File: src/rtl/rpm_meas_sched_if.sv
// Result handshake between the tachometer scheduler (master) and the display logic (slave).
interface rpm_meas_sched_if #(
  parameter int CH_W = 1
);
  logic            res_valid;
  logic            res_ready;
  logic [7:0]      res_data;
  logic [CH_W-1:0] res_ch;
  logic            res_sat;

  modport master (output res_valid, res_data, res_ch, res_sat, input res_ready);
  modport slave  (input res_valid, res_data, res_ch, res_sat, output res_ready);
endinterface

File: src/rtl/rpm_meas_sched.sv
// Round-robin pulse-count tachometer scheduler: one synchronizer/edge detector/counter
// shared across NCH active-low pulse sources, one gated measurement per channel.
module rpm_meas_sched #(
  parameter int NCH           = 2,
  parameter int CH_W          = 1,
  parameter int GATE_CYCLES   = 50000000,
  parameter int SETTLE_CYCLES = 4,
  parameter int CNT_W         = 13,
  parameter int SHIFT         = 5
) (
  input  logic             clk,
  input  logic             reset,
  input  logic             enable,
  input  logic [NCH-1:0]   pulse_n,
  rpm_meas_sched_if.master res,
  output logic [CH_W-1:0]  cur_ch,
  output logic             gate_active,
  output logic             busy
);

  localparam int TMAX  = (GATE_CYCLES > SETTLE_CYCLES) ? GATE_CYCLES : SETTLE_CYCLES;
  localparam int TIM_W = $clog2(TMAX + 1);

  localparam logic [TIM_W-1:0] SETTLE_LOAD = TIM_W'(SETTLE_CYCLES - 1);
  localparam logic [TIM_W-1:0] GATE_LOAD   = TIM_W'(GATE_CYCLES - 1);
  localparam logic [CNT_W-1:0] CNT_MAX     = '1;
  localparam logic [CH_W-1:0]  LAST_CH     = CH_W'(NCH - 1);

  typedef enum logic [2:0] {
    S_IDLE,
    S_SETTLE,
    S_GATE,
    S_SCALE,
    S_PRESENT
  } state_e;

  state_e           state_q, state_d;
  logic [TIM_W-1:0] timer_q, timer_d;
  logic [CNT_W-1:0] count_q, count_d;
  logic             ovf_q, ovf_d;
  logic [CH_W-1:0]  ch_q, ch_d;
  logic             valid_q, valid_d;
  logic [7:0]       data_q, data_d;
  logic [CH_W-1:0]  rch_q, rch_d;
  logic             sat_q, sat_d;
  logic             sync1_q, sync2_q, hist_q;

  logic             pulse_edge;
  logic [CNT_W-1:0] scaled;
  logic             scaled_big;

  // NOTE: sequential state uses non-blocking assignments so every flop samples pre-edge values.
  always_ff @(posedge clk or negedge reset) begin
    if (!reset) begin
      sync1_q <= 1'b0;
      sync2_q <= 1'b0;
      hist_q  <= 1'b0;
    end else begin
      sync1_q <= ~pulse_n[ch_q];
      sync2_q <= sync1_q;
      hist_q  <= sync2_q;
    end
  end

  assign pulse_edge = sync2_q & ~hist_q;
  assign scaled     = count_q >> SHIFT;
  assign scaled_big = |(scaled >> 8);

  always_ff @(posedge clk or negedge reset) begin
    if (!reset) begin
      state_q <= S_IDLE;
      timer_q <= '0;
      count_q <= '0;
      ovf_q   <= 1'b0;
      ch_q    <= '0;
      valid_q <= 1'b0;
      data_q  <= '0;
      rch_q   <= '0;
      sat_q   <= 1'b0;
    end else begin
      state_q <= state_d;
      timer_q <= timer_d;
      count_q <= count_d;
      ovf_q   <= ovf_d;
      ch_q    <= ch_d;
      valid_q <= valid_d;
      data_q  <= data_d;
      rch_q   <= rch_d;
      sat_q   <= sat_d;
    end
  end

  // NOTE: every signal gets its hold value first, so no branch can leave one unassigned (no latches).
  always_comb begin
    state_d = state_q;
    timer_d = timer_q;
    count_d = count_q;
    ovf_d   = ovf_q;
    ch_d    = ch_q;
    valid_d = valid_q;
    data_d  = data_q;
    rch_d   = rch_q;
    sat_d   = sat_q;

    unique case (state_q)
      S_IDLE: begin
        if (enable) begin
          state_d = S_SETTLE;
          timer_d = SETTLE_LOAD;
          count_d = '0;
          ovf_d   = 1'b0;
        end
      end
      S_SETTLE: begin
        if (!enable) begin
          state_d = S_IDLE;
          count_d = '0;
          ovf_d   = 1'b0;
        end else if (timer_q == '0) begin
          state_d = S_GATE;
          timer_d = GATE_LOAD;
        end else begin
          timer_d = timer_q - 1'b1;
        end
      end
      S_GATE: begin
        if (!enable) begin
          state_d = S_IDLE;
          count_d = '0;
          ovf_d   = 1'b0;
        end else begin
          // Counter sticks at full scale; ovf marks that the true count may be higher.
          if (pulse_edge && (count_q != CNT_MAX)) begin
            count_d = count_q + 1'b1;
            if (count_q == CNT_MAX - 1'b1) ovf_d = 1'b1;
          end
          if (timer_q == '0) state_d = S_SCALE;
          else               timer_d = timer_q - 1'b1;
        end
      end
      S_SCALE: begin
        state_d = S_PRESENT;
        valid_d = 1'b1;
        data_d  = scaled_big ? 8'hFF : 8'(scaled);
        sat_d   = ovf_q | scaled_big;
        rch_d   = ch_q;
      end
      S_PRESENT: begin
        if (res.res_ready) begin
          valid_d = 1'b0;
          ch_d    = (ch_q == LAST_CH) ? '0 : ch_q + 1'b1;
          if (enable) begin
            state_d = S_SETTLE;
            timer_d = SETTLE_LOAD;
            count_d = '0;
            ovf_d   = 1'b0;
          end else begin
            state_d = S_IDLE;
          end
        end
      end
      default: state_d = S_IDLE;
    endcase
  end

  assign res.res_valid = valid_q;
  assign res.res_data  = data_q;
  assign res.res_ch    = rch_q;
  assign res.res_sat   = sat_q;
  assign cur_ch        = ch_q;
  assign gate_active   = (state_q == S_GATE);
  assign busy          = (state_q != S_IDLE);

endmodule

File: src/flat_wrapper.sv
// flat-port wrapper written by rule: the top's interface ports become plain ports
module rpm_meas_sched_flat 
#(
  parameter int NCH           = 2,
  parameter int CH_W          = 1,
  parameter int GATE_CYCLES   = 50000000,
  parameter int SETTLE_CYCLES = 4,
  parameter int CNT_W         = 13,
  parameter int SHIFT         = 5
)
  (clk, reset, enable, pulse_n, cur_ch, gate_active, busy, res_res_valid, res_res_data, res_res_ch, res_res_sat, res_res_ready);
  rpm_meas_sched_if #(.CH_W(CH_W)) res_i ();
  input  logic clk;
  input  logic reset;
  input  logic enable;
  input  logic [NCH-1:0] pulse_n;
  output logic [CH_W-1:0] cur_ch;
  output logic gate_active;
  output logic busy;
  output wire logic [$bits(res_i.res_valid)-1:0] res_res_valid;
  output wire logic [$bits(res_i.res_data)-1:0] res_res_data;
  output wire logic [$bits(res_i.res_ch)-1:0] res_res_ch;
  output wire logic [$bits(res_i.res_sat)-1:0] res_res_sat;
  input wire logic [$bits(res_i.res_ready)-1:0] res_res_ready;
  assign res_res_valid = res_i.res_valid;
  assign res_res_data = res_i.res_data;
  assign res_res_ch = res_i.res_ch;
  assign res_res_sat = res_i.res_sat;
  assign res_i.res_ready = res_res_ready;
  rpm_meas_sched #(.NCH(NCH), .CH_W(CH_W), .GATE_CYCLES(GATE_CYCLES), .SETTLE_CYCLES(SETTLE_CYCLES), .CNT_W(CNT_W), .SHIFT(SHIFT)) u_core (.clk(clk), .reset(reset), .enable(enable), .pulse_n(pulse_n), .res(res_i), .cur_ch(cur_ch), .gate_active(gate_active), .busy(busy));
endmodule
File: config.mk
export PLATFORM = sky130hd
export DESIGN_NAME = rpm_meas_sched_flat
export DESIGN_NICKNAME = d
export VERILOG_FILES = /design/src/rtl/rpm_meas_sched_if.sv /design/src/rtl/rpm_meas_sched.sv /design/src/flat_wrapper.sv
export SDC_FILE = /design/constraint.sdc
export NUM_CORES = 1
export LEC_CHECK = 0
export CAP_MARGIN = 10
export CORE_MARGIN = 8
export CORE_UTILIZATION = 63
export DETAILED_ROUTE_END_ITERATION = 6
export DONT_BUFFER_PORTS = 1
export PLACE_DENSITY_LB_ADDON = 0.05
export SETUP_SLACK_MARGIN = 0.4
export SKIP_LAST_GASP = 1
export SLEW_MARGIN = 20
export SYNTH_ARGS = -nofsm -noshare
export SYNTH_HDL_FRONTEND = slang
export SYNTH_SLANG_ARGS = --single-unit
File: constraint.sdc
create_clock -name clk -period 5.8 [get_ports clk]
set_clock_uncertainty 0.2 [all_clocks]
set_input_delay 1.45 -clock clk [delete_from_list [all_inputs] [get_ports clk]]
set_output_delay 1.45 -clock clk [all_outputs]
set_load 0.02 [all_outputs]
==> impl_metrics.env <==
export IMPL_cts_hold_buffers=0
export IMPL_r2r_start="u_core.timer_q[0]$_DFFE_PN0P_"
export IMPL_ir_drop_mv=0.256
export IMPL_critPathMaxFanout=12
export IMPL_final_core_util_pct=71.0
export IMPL_maxCapViolCount=0
export IMPL_first_pass_iters=4
export IMPL_met3_usage_pct=5.48
export IMPL_hold_path_end="u_core.sync2_q$_DFF_PN0_"
export IMPL_worst_ep_required_time_ps=4150
export IMPL_synth_xor_area_share_pct=2.52
export IMPL_yosysWarnings=0
export IMPL_synth_mux_area_share_pct=4.24
export IMPL_syn_inst=336
export IMPL_first_iter_violations=133
export IMPL_cts_resized_gates=0
export IMPL_busiest_layer="met2"
export IMPL_critPathCaptureType="output port"
export IMPL_ios=20
export IMPL_synthDistinctLibCells=56
export IMPL_arrival_ps=1500
export IMPL_die_h_um=86.5
export IMPL_cts_tree="done"
export IMPL_tns_ps=0
export IMPL_yosys_top_cells_area="dfrtp_1 46%, a21oi_1 5.4%, nor2_1 5.2%"
export IMPL_power_frac_comb_pct=16.7
export IMPL_path_class="reg -> out"
export IMPL_clk_latency_ps=340
export IMPL_reg2reg_slack_ps=2820
export IMPL_synthSimpleGateAreaFrac_pct=23.2
export IMPL_synth_fa_ha_area_share_pct=1.20
export IMPL_cts_buffer_depth=2
export IMPL_status="complete, no violations"
export IMPL_wl_per_cell_um=16.6
export IMPL_fin_crit_sh_pct=54.4
export IMPL_cp_slowest_cell="dfrtp_1"
export IMPL_relSlewSlack_pct=44.2
export IMPL_antenna_found_initial=0
export IMPL_power_frac_seq_pct=44.0
export IMPL_pwr_density_cell_nw_per_um2=317
export IMPL_hold_class="reg -> reg"
export IMPL_grt_pass1_vias=2433
export IMPL_ant_nets=0
export IMPL_start_kind="flop"
export IMPL_async_reset_ff_share_pct=100
export IMPL_antenna_cells=0
export IMPL_place_congestion=0.843
export IMPL_clock_fmax_mhz=317
export IMPL_vias=2555
export IMPL_syn_area_per_cell_um2=9.32
export IMPL_grt_pass1_wl_mm=11.7
export IMPL_timing_critical_path_from="u_core.state_q[2]$_DFFE_PN0P_"
export IMPL_synth_top_family_by_area="simple AND/OR/NAND/NOR gates"
export IMPL_syn2layout_area_growth_pct=7.83
export IMPL_routed_via_density=6.25
export IMPL_met2_usage_pct=33.1
export IMPL_clkTransAtPathRegs_ps=60
export IMPL_die_area_um2=7480
export IMPL_synth_seq_cells=58
export IMPL_yosys_area_top_type_share_pct=46.4
export IMPL_cts_root_buffer_cell="clkbuf_8"
export IMPL_rsz0062_at_grt="no"
export IMPL_numClockSinks=58
export IMPL_hold_path_depth=0
export IMPL_syn_nets=345
export IMPL_core_area_um2=4750
export IMPL_initial_core_util_pct=65.8
export IMPL_pwr_share_clk_pct=39.3
export IMPL_cts_buffers=9
export IMPL_post_cts_buffers=0
export IMPL_use_met1_pct=23.1
export IMPL_row_count=25
export IMPL_synth_top_cell_by_area="dfrtp_1"
export IMPL_path_cells="nand2b_1 > nor2_1"
export IMPL_switchingPower_mw=0.316
export IMPL_fin_crit_ps=3150
export IMPL_worstMarginPinSlew_ps=838
export IMPL_r2r_end="u_core.timer_q[12]$_DFFE_PN0P_"
export IMPL_finalHoldViolCount=0
export IMPL_critical_path_max_stage_delay_ps=490
export IMPL_ys_seq_area_share_pct=46.4
export IMPL_grt_overflow=0
export IMPL_reg2reg_depth=8
export IMPL_fillCellCount=374
export IMPL_port_buffers=0
export IMPL_min_from="u_core.sync1_q$_DFF_PN0_"
export IMPL_syn_area_um2=3130
export IMPL_swShare_pct=29.5
export IMPL_leakagePower_nw=1.48
export IMPL_synth_compound_area_share_pct=19.2
export IMPL_finalSetupViolCount=0
export IMPL_synth_ff_type="dfrtp_1"
export IMPL_hpwl_mm=4.70
export IMPL_htree_levels=3
export IMPL_die_w_um=86.5
export IMPL_drive_above_1_share_pct=11.4
export IMPL_finalMaxSlewViolations=0
export IMPL_drt_wl_total_mm=6.79
export IMPL_track_usage_pct=19.6
export IMPL_p_int_mw=0.754
export IMPL_nets=346
export IMPL_grt_max_degree=59
export IMPL_synth_edf_count=0
export IMPL_drc=0
## critical path: cells and delay by family, from the launching register on
kind / cells / cell delay [ps]
flip-flops: 1 / 490
AND/OR/NAND/NOR: 2 / 670
## state kept, by name, summed over array words and instances, names as in the netlist
signal                count
u_core.res.res_sat        1
u_core.sync2_q            1
u_core.res.res_ch         1
u_core.hist_q             1
u_core.res.res_valid      1
u_core.count_q           13
u_core.timer_q           26
u_core.sync1_q            1
u_core.cur_ch             1
u_core.state_q            3
u_core.res.res_data       8
u_core.ovf_q              1
## final cells by class
cell class / instances / area (um2) / share of cell area (%)
Inverter: 12 / 45.0 / 1.33
Tap cell: 67 / 83.8 / 2.48
Multi-Input combinational cell: 256 / 1580 / 46.7
Sequential cell: 58 / 1450 / 43.0
Clock inverter: 5 / 77.6 / 2.30
Clock buffer: 11 / 141 / 4.19
## Yosys cell counts (2+ instances only)
cell type	n
a211oi_1	2
a21o_1	3
a21oi_1	34
a2bb2oi_1	2
a31oi_1	3
a32o_1	2
and2_1	3
and3_1	6
clkbuf_1	6
dfrtp_1	58
ha_1	3
inv_1	12
mux2_2	10
mux2i_1	2
nand2_1	22
nand2b_1	8
nand3_1	11
nand3b_1	2
nand4_1	3
nor2_1	43
nor2b_1	2
nor3_1	7
o2111ai_1	3
o211ai_1	2
o21ai_0	16
o21ai_1	9
o22a_1	3
o31ai_1	10
or2_2	3
or3_1	6
or4_1	7
or4_4	2
xnor2_1	5
xor2_1	4
## layout by cell type, fill, tap and decap left out, types with 2 or more instances in the layout
cell type	instances
ha_1	3
nand3_1	11
nand2b_1	8
nand3b_1	2
o31ai_1	10
xor2_1	4
nor3_1	7
mux2_2	10
a21oi_1	34
o2111ai_1	3
o211ai_1	2
or4_4	2
and2_1	3
dfrtp_1	58
a211oi_1	2
o21ai_0	16
nand2_1	22
or2_2	3
clkbuf_8	10
or3_1	6
nor2_1	43
o22a_1	3
inv_1	12
bufinv_16	2
clkinv_2	2
a32o_1	2
mux2i_1	2
a21o_1	3
o21ai_1	9
a2bb2oi_1	2
nor2b_1	2
and3_1	6
or4_1	7
a31oi_1	3
nand4_1	3
xnor2_1	5
## stage by stage
step	cell area [um2]	cells	setup WS, ps	power [mW]	hold slack [ps]
finish	3380	409	2650	1.07	148
global route	3380	409	2540	1.11	160
CTS	3380	409	2630	1.07	149
detailed placement	3160	393	2420	0.654	135
global placement	3160	393	2470	0.648	134
floorplan	3130	336	2640	0.614	131
## power by group through the flow
stage / clock network [mW] / registers [mW] / logic [mW]
floorplan: 0 / 0.468 / 0.146
global placement: 0 / 0.476 / 0.172
detailed placement: 0 / 0.477 / 0.177
CTS: 0.423 / 0.470 / 0.178
global route: 0.440 / 0.475 / 0.198
finish: 0.420 / 0.471 / 0.179
## how the worst max path moves through the flow
stage	cells past startpoint	endpoint	slack, ps
after floorplan	6	u_core.count_q[7]$_DFFE_PN0P_	2640
after global placement	6	u_core.count_q[5]$_DFFE_PN0P_	2470
after detailed placement	6	u_core.count_q[11]$_DFFE_PN0P_	2420
after CTS	2	gate_active	2630
after global routing	2	gate_active	2540
final	2	gate_active	2650
## kinds of logic (layout without fill, tap and decap cells)
group | Yosys count | count (layout)
AO/OA/AOI/OAI | 97 | 97
XOR/XNOR | 9 | 9
adder cells (fa/ha/maj) | 3 | 3
buffers and inverters | 22 | 28
flip-flops | 58 | 58
multiplexers | 12 | 12
AND/OR/NAND/NOR | 135 | 135
## layer usage
metal / up-vias / share of wire, %
li1: 1229 / -
met5: - / 0
met3: 11 / 4.9
met2: 68 / 51
met1: 1247 / 42
met4: 0 / 2.2
Power figures use the tool's default switching activity.
